$ cat config.mk
export PLATFORM = sky130hd
export DESIGN_NAME = load_align_unit
export DESIGN_NICKNAME = d
export VERILOG_FILES = /design/src/rtl/load_align_unit.sv
export SDC_FILE = /design/constraint.sdc
export NUM_CORES = 1
export LEC_CHECK = 0
export ABC_AREA = 1
export ABC_CLOCK_PERIOD_IN_PS = 2800
export CAP_MARGIN = 20
export CORE_MARGIN = 2
export CORE_UTILIZATION = 51
export CTS_CLUSTER_DIAMETER = 50
export DETAILED_ROUTE_END_ITERATION = 12
export GPL_ROUTABILITY_DRIVEN = 1
export PLACE_DENSITY = 0.95
export SYNTH_ARGS = -nofsm -noshare
export SYNTH_HDL_FRONTEND = slang
export SYNTH_SLANG_ARGS = --single-unit
$ cat constraint.sdc
create_clock -name clk -period 2.8 [get_ports clk]
set_input_delay 0.56 -clock clk [delete_from_list [all_inputs] [get_ports clk]]
set_output_delay 0.56 -clock clk [all_outputs]
set_load 0.02 [all_outputs]
$ cat src/rtl/load_align_unit.sv
`timescale 1ns/1ps
// -----------------------------------------------------------------------------
// load_align_unit
//
// Memory-stage load engine. A load presented by the M stage is checked for
// alignment, turned into a single word-aligned bus read, and the addressed
// byte / halfword / word of the returned data is sign- or zero-extended into
// a registered result. The pipeline is stalled while the read is outstanding.
// An interrupt flush cancels the load without abandoning a read that is
// already on the bus, and a read that is never acknowledged times out.
//
// Ports
//   clk          in   1   clock, rising edge
//   reset        in   1   asynchronous, active-low reset
//   LDOp         in   3   001 lw, 010 lh, 011 lhu, 100 lb, 101 lbu, else none
//   MemA         in  32   byte address of the load
//   IntReq       in   1   flush: cancels the load in flight
//   m_rd_req     out  1   bus read request (registered)
//   m_rd_addr    out 32   word-aligned read address (registered)
//   m_rd_ack     in   1   bus acknowledge, m_rd_data valid in the same cycle
//   m_rd_data    in  32   bus read data
//   busy         out  1   pipeline stall request (combinational)
//   done         out  1   one-cycle pulse, LoadD valid
//   LoadD        out 32   extended load result, held until the next done
//   AdEL         out  1   one-cycle pulse, misaligned load address
//   BusErr       out  1   one-cycle pulse, read timed out
//   dbg_state_o  out  2   current FSM state (IDLE/WAIT/DRAIN/DONE)
//
// Bus handshake: m_rd_req is a request held high, with m_rd_addr stable,
// until the cycle in which m_rd_ack is seen high; that cycle completes the
// transfer and m_rd_data is sampled in it. A request is never withdrawn
// early except by timeout or reset. Acks seen while no request is
// outstanding are ignored.
// -----------------------------------------------------------------------------
module load_align_unit #(
    parameter int TIMEOUT = 16,
    parameter int CNT_W   = 5
) (
    input  logic        clk,
    input  logic        reset,
    input  logic [2:0]  LDOp,
    input  logic [31:0] MemA,
    input  logic        IntReq,
    output logic        m_rd_req,
    output logic [31:0] m_rd_addr,
    input  logic        m_rd_ack,
    input  logic [31:0] m_rd_data,
    output logic        busy,
    output logic        done,
    output logic [31:0] LoadD,
    output logic        AdEL,
    output logic        BusErr,
    output logic [1:0]  dbg_state_o
);

    localparam logic [2:0] OP_LW  = 3'b001;
    localparam logic [2:0] OP_LH  = 3'b010;
    localparam logic [2:0] OP_LHU = 3'b011;
    localparam logic [2:0] OP_LB  = 3'b100;
    localparam logic [2:0] OP_LBU = 3'b101;

    // Last counter value before the read is declared lost. The counter is
    // zero in the first request cycle, so the request stays up for exactly
    // TIMEOUT cycles.
    localparam logic [CNT_W-1:0] CNT_LAST = CNT_W'(TIMEOUT - 1);
    localparam logic [CNT_W-1:0] CNT_ONE  = {{(CNT_W-1){1'b0}}, 1'b1};

    typedef enum logic [1:0] {
        ST_IDLE  = 2'b00,
        ST_WAIT  = 2'b01,
        ST_DRAIN = 2'b10,
        ST_DONE  = 2'b11
    } state_t;

    state_t            state_q, state_d;
    logic              req_q, req_d;
    logic [31:0]       addr_q, addr_d;
    logic [2:0]        op_q, op_d;
    logic [1:0]        off_q, off_d;
    logic [CNT_W-1:0]  cnt_q, cnt_d;
    logic [31:0]       load_q, load_d;
    logic              adel_q, adel_d;
    logic              berr_q, berr_d;

    logic              op_valid;
    logic              misaligned;
    logic              accept;
    logic              accept_ok;
    logic              timeout_hit;
    logic [15:0]       half_sel;
    logic [7:0]        byte_sel;
    logic [31:0]       extended;

    // -------------------------------------------------------------------------
    // Request decode (only meaningful in IDLE)
    // -------------------------------------------------------------------------
    always_comb begin
        op_valid   = 1'b0;
        misaligned = 1'b0;
        case (LDOp)
            OP_LW: begin
                op_valid   = 1'b1;
                misaligned = |MemA[1:0];
            end
            OP_LH, OP_LHU: begin
                op_valid   = 1'b1;
                misaligned = MemA[0];
            end
            OP_LB, OP_LBU: begin
                op_valid   = 1'b1;
            end
            default: begin
                op_valid   = 1'b0;
            end
        endcase
    end

    // A flush in the acceptance cycle suppresses the load entirely,
    // including any misalignment report.
    assign accept      = (state_q == ST_IDLE) && op_valid && !IntReq;
    assign accept_ok   = accept && !misaligned;
    assign timeout_hit = (cnt_q == CNT_LAST);

    // -------------------------------------------------------------------------
    // Lane extraction and extension from the live bus data, using the
    // operation and address offset latched at acceptance.
    // -------------------------------------------------------------------------
    always_comb begin
        half_sel = off_q[1] ? m_rd_data[31:16] : m_rd_data[15:0];
        byte_sel = m_rd_data[7:0];
        case (off_q)
            2'd0:    byte_sel = m_rd_data[7:0];
            2'd1:    byte_sel = m_rd_data[15:8];
            2'd2:    byte_sel = m_rd_data[23:16];
            default: byte_sel = m_rd_data[31:24];
        endcase

        extended = m_rd_data;
        case (op_q)
            OP_LH:   extended = {{16{half_sel[15]}}, half_sel};
            OP_LHU:  extended = {16'h0000, half_sel};
            OP_LB:   extended = {{24{byte_sel[7]}}, byte_sel};
            OP_LBU:  extended = {24'h000000, byte_sel};
            default: extended = m_rd_data;
        endcase
    end

    // -------------------------------------------------------------------------
    // FSM next state and datapath updates
    // -------------------------------------------------------------------------
    always_comb begin
        state_d = state_q;
        req_d   = req_q;
        addr_d  = addr_q;
        op_d    = op_q;
        off_d   = off_q;
        cnt_d   = cnt_q;
        load_d  = load_q;
        adel_d  = 1'b0;
        berr_d  = 1'b0;

        case (state_q)
            ST_IDLE: begin
                if (accept) begin
                    if (misaligned) begin
                        adel_d = 1'b1;
                    end else begin
                        op_d    = LDOp;
                        off_d   = MemA[1:0];
                        addr_d  = {MemA[31:2], 2'b00};
                        req_d   = 1'b1;
                        cnt_d   = '0;
                        state_d = ST_WAIT;
                    end
                end
            end

            ST_WAIT: begin
                if (m_rd_ack) begin
                    req_d = 1'b0;
                    if (IntReq) begin
                        // Flush lands on the ack: the read is complete on the
                        // bus, its data is simply dropped.
                        state_d = ST_IDLE;
                    end else begin
                        load_d  = extended;
                        state_d = ST_DONE;
                    end
                end else if (timeout_hit) begin
                    req_d   = 1'b0;
                    berr_d  = 1'b1;
                    state_d = ST_IDLE;
                end else begin
                    cnt_d = cnt_q + CNT_ONE;
                    // The request is already visible to the bus and cannot
                    // be retracted, so a flush has to wait for the ack.
                    if (IntReq) begin
                        state_d = ST_DRAIN;
                    end
                end
            end

            ST_DRAIN: begin
                if (m_rd_ack) begin
                    req_d   = 1'b0;
                    state_d = ST_IDLE;
                end else if (timeout_hit) begin
                    req_d   = 1'b0;
                    berr_d  = 1'b1;
                    state_d = ST_IDLE;
                end else begin
                    cnt_d = cnt_q + CNT_ONE;
                end
            end

            ST_DONE: begin
                state_d = ST_IDLE;
            end

            default: begin
                state_d = ST_IDLE;
                req_d   = 1'b0;
            end
        endcase
    end

    // -------------------------------------------------------------------------
    // State registers
    // -------------------------------------------------------------------------
    always_ff @(posedge clk or negedge reset) begin
        if (!reset) begin
            state_q <= ST_IDLE;
            req_q   <= 1'b0;
            addr_q  <= '0;
            op_q    <= '0;
            off_q   <= '0;
            cnt_q   <= '0;
            load_q  <= '0;
            adel_q  <= 1'b0;
            berr_q  <= 1'b0;
        end else begin
            state_q <= state_d;
            req_q   <= req_d;
            addr_q  <= addr_d;
            op_q    <= op_d;
            off_q   <= off_d;
            cnt_q   <= cnt_d;
            load_q  <= load_d;
            adel_q  <= adel_d;
            berr_q  <= berr_d;
        end
    end

    // -------------------------------------------------------------------------
    // Outputs
    // -------------------------------------------------------------------------
    assign m_rd_req    = req_q;
    assign m_rd_addr   = addr_q;
    assign LoadD       = load_q;
    assign AdEL        = adel_q;
    assign BusErr      = berr_q;
    assign done        = (state_q == ST_DONE);
    assign dbg_state_o = state_q;

    // The stall is raised in the acceptance cycle itself so the M stage holds
    // while the read is set up; it is masked during reset so every output is
    // quiet while the block is held in reset.
    assign busy = reset &&
                  (accept_ok || (state_q == ST_WAIT) || (state_q == ST_DRAIN));

endmodule

==> flow_metrics.tcl <==
set metrics [dict create \
    post_cts_buffers 0 \
    first_global_vias 4390 \
    initial_utilization 0.520 \
    setup_viol 0 \
    r2r_start "dbg_state_o[0]" \
    place_area_mm2 0.00584 \
    wl_per_cell_um 14.5 \
    synth_compound_area_frac 0.0852 \
    cts_tree "yes" \
    globalplace.congestion 0.911 \
    multi_input_area_mm2 0.00197 \
    hold_violations 0 \
    regArea_mm2 0.00193 \
    yosys.area_share.simple 0.335 \
    cp-start-kind "flip-flop" \
    ant_nets 0 \
    synthMuxAreaShare 0 \
    htreeDepth 3 \
    min_period_over_period 0.934 \
    max_freq_ghz 0.382 \
    clk_latency_ns 0.34 \
    rows 34 \
    min_period_ns 2.62 \
    relSlewSlack 0.565 \
    io_pins 142 \
    cts_buffer_depth 2 \
    hp-class "in2async" \
    netlist_instances 612 \
    grt_max_degree 50 \
    maxCapViolCount 0 \
    critPathSlowestCell "dfrtp_1" \
    required_ns 2.24 \
    synth_xor_xnor_area_share 0 \
    yosysWarningCount 0 \
    final_nets 820 \
    grt.overflow.total 0 \
    synth_seq_area_share 0.432 \
    ys_types 33 \
    drc 0 \
    cts_sinks 77 \
    antenna_found_initial 0 \
    area_delta_synth_final_pct 34.9 \
    fillCellCount 689 \
    routed_wl_um 12400 \
    critPathArrivalTime_ns 2.06 \
    rrSetupSlack_ns 0.47 \
    synthAdderAreaFrac 0.0196 \
    layout_common_cells "nand2_1, clkdlybuf4s50_1, inv_1, dfrtp_1, nand3_1" \
    async_flop_share 1.00 \
    die_area_mm2 0.00952 \
    clk_pin_slew_ns 0.09 \
    synth_area_leader_cell "dfrtp_1" \
    synth-seq-cells 77 \
    drtPass1Iterations 6 \
    numPortBuffers 139 \
    fin_skew_ns 0.0153 \
    cts_buffers 9 \
    crit_chain "inv_1 -> ha_1 -> inv_1 -> nor2_2 -> nand3_1 -> nand2_1 -> nand2_1 -> a21boi_0 -> clkbuf_2" \
    die_w_um 97.6 \
    grt_usage 0.265 \
    cp-end-kind "output port" \
    antennaDiodeCount 0 \
    cpPeakStageDelay_ns 0.45 \
    drv_slew 0 \
    final_common_cell "nand2_1" \
    setup_ws_ns 0.184 \
    power_density_mw_per_mm2 1060 \
    vias_per_cell 5.22 \
    drive_gt1_frac 0.0884 \
    ctsRootBufferMaster "clkbuf_8" \
    dp_hpwl_um 9160 \
    initialDrtViolationCount 232 \
    core_mm2 0.00859 \
    critPathKind "reg2out" \
    leakage_uw 0.00320 \
    synth_top_area_frac 0.432 \
    path_max_fanout 5 \
    synth_top_family_by_area "simple AND/OR/NAND/NOR gates" \
    grt_pass1_wl_um 20600 \
    vias 4462 \
    status "complete, no violations" \
    synth_edf_count 0 \
    syn_area_mm2 0.00446 \
    synth_ff_type "dfrtp_1" \
    postLayoutCoreUtil 0.701 \
    syn_area_per_cell_um2 7.29 \
    peakVddDrop_mv 0.550 \
    rsz0062_at_grt "false" \
    die_y_um 97.6 \
    cp-startpoint "dbg_state_o[0]" \
    max_slew.worst_pin.slew_ns 0.651 \
    yosys-top-cells-area "dfrtp_1, nand2_1, inv_1" \
    design_area_mm2 0.00602 \
    dpl_worst_slack_ns -0.0776 \
]
[flip-flops by register name (all words and copies together) (netlist names)]
signal,cells
LoadD,32
m_rd_addr,30
cnt_q,5
op_q,3
dbg_state_o,2
off_q,2
AdEL,1
BusErr,1
m_rd_req,1
[repair_timing]
action	CTS	global route
gates resized for setup	1	3
endpoints found under the setup margin	1	1
gates cloned	0	0
hold buffers	0	0
[cell type report]
type                            count  share of cell area
Clock buffer                       12              0.0241
Clock inverter                      4             0.00789
Inverter                           94              0.0586
Multi-Input combinational cell    413               0.328
Sequential cell                    77               0.320
Tap cell                          108              0.0224
Timing Repair Buffer              147               0.240
[through the flow]
| stage | instances | setup TNS [ns] | power, µW | hold WS (ns) |
|---|---|---|---|---|
| final | 855 | 0 | 6390 | 0.271 |
| after global placement | 839 | 0 | 5410 | 0.456 |
| after CTS | 855 | 0 | 6410 | 0.272 |
| after global routing | 855 | 0 | 6870 | 0.288 |
| after detailed placement | 839 | -0.0776 | 5540 | 0.466 |
| after floorplan | 613 | 0 | 4210 | 0.264 |
[where the power goes]
part	switching (µW)	internal, µW	leakage (µW)
combinational	2030	1520	0.00216
sequential	380	1610	0.000944
clock	410	435	0.0000964
[per-layer routing]
layer  share of wire  up-vias  GRT usage
met3           0.079       33     0.0446
met1            0.40     2075      0.332
met2            0.49      226      0.458
li1                -     2128          -
met5               0        -          0
met4           0.029        0      0.100
[cell usage after synthesis, types with 3 or more instances]
| cell | number |
|---|---|
| nand2_1 | 242 |
| inv_1 | 88 |
| dfrtp_1 | 77 |
| nand3_1 | 29 |
| o21ai_0 | 23 |
| or2_2 | 17 |
| o21ai_1 | 16 |
| nor2_1 | 13 |
| a21oi_1 | 12 |
| o211ai_1 | 12 |
| buf_2 | 10 |
| buf_6 | 9 |
| nand4_1 | 9 |
| nand3_2 | 8 |
| buf_4 | 7 |
| ha_1 | 7 |
| inv_2 | 6 |
| clkbuf_1 | 3 |
| nand2_2 | 3 |
| nor2_2 | 3 |
[critical path, delay by kind of cell (launching register included)]
| kind | cells | cell delay (ns) |
|---|---|---|
| AO/OA/AOI/OAI | 1 | 0.17 |
| adder cells (fa/ha/maj) | 1 | 0.22 |
| buffers and inverters | 3 | 0.42 |
| flip-flops | 1 | 0.45 |
| AND/OR/NAND/NOR | 4 | 0.46 |
[logic make-up after synthesis]
kind of cell / count (synthesis)
AOI/OAI and AO/OA: 68
and+or+nand+nor: 336
other: 1
buffers and inverters: 123
adders and majority gates: 7
DFF: 77
[path summary, 6_finish.rpt]
path / end / cells after the start
setup / recovery: busy / 9
hold / removal: LoadD[23] / 2
setup reg to reg: off_q[1] / 10
hold reg to reg: m_rd_addr[28] / 2
max in group asynchronous: m_rd_addr[16] / 3
min in group clk: m_rd_addr[28] / 2
Note: power is estimated with default switching activity, not from simulation.
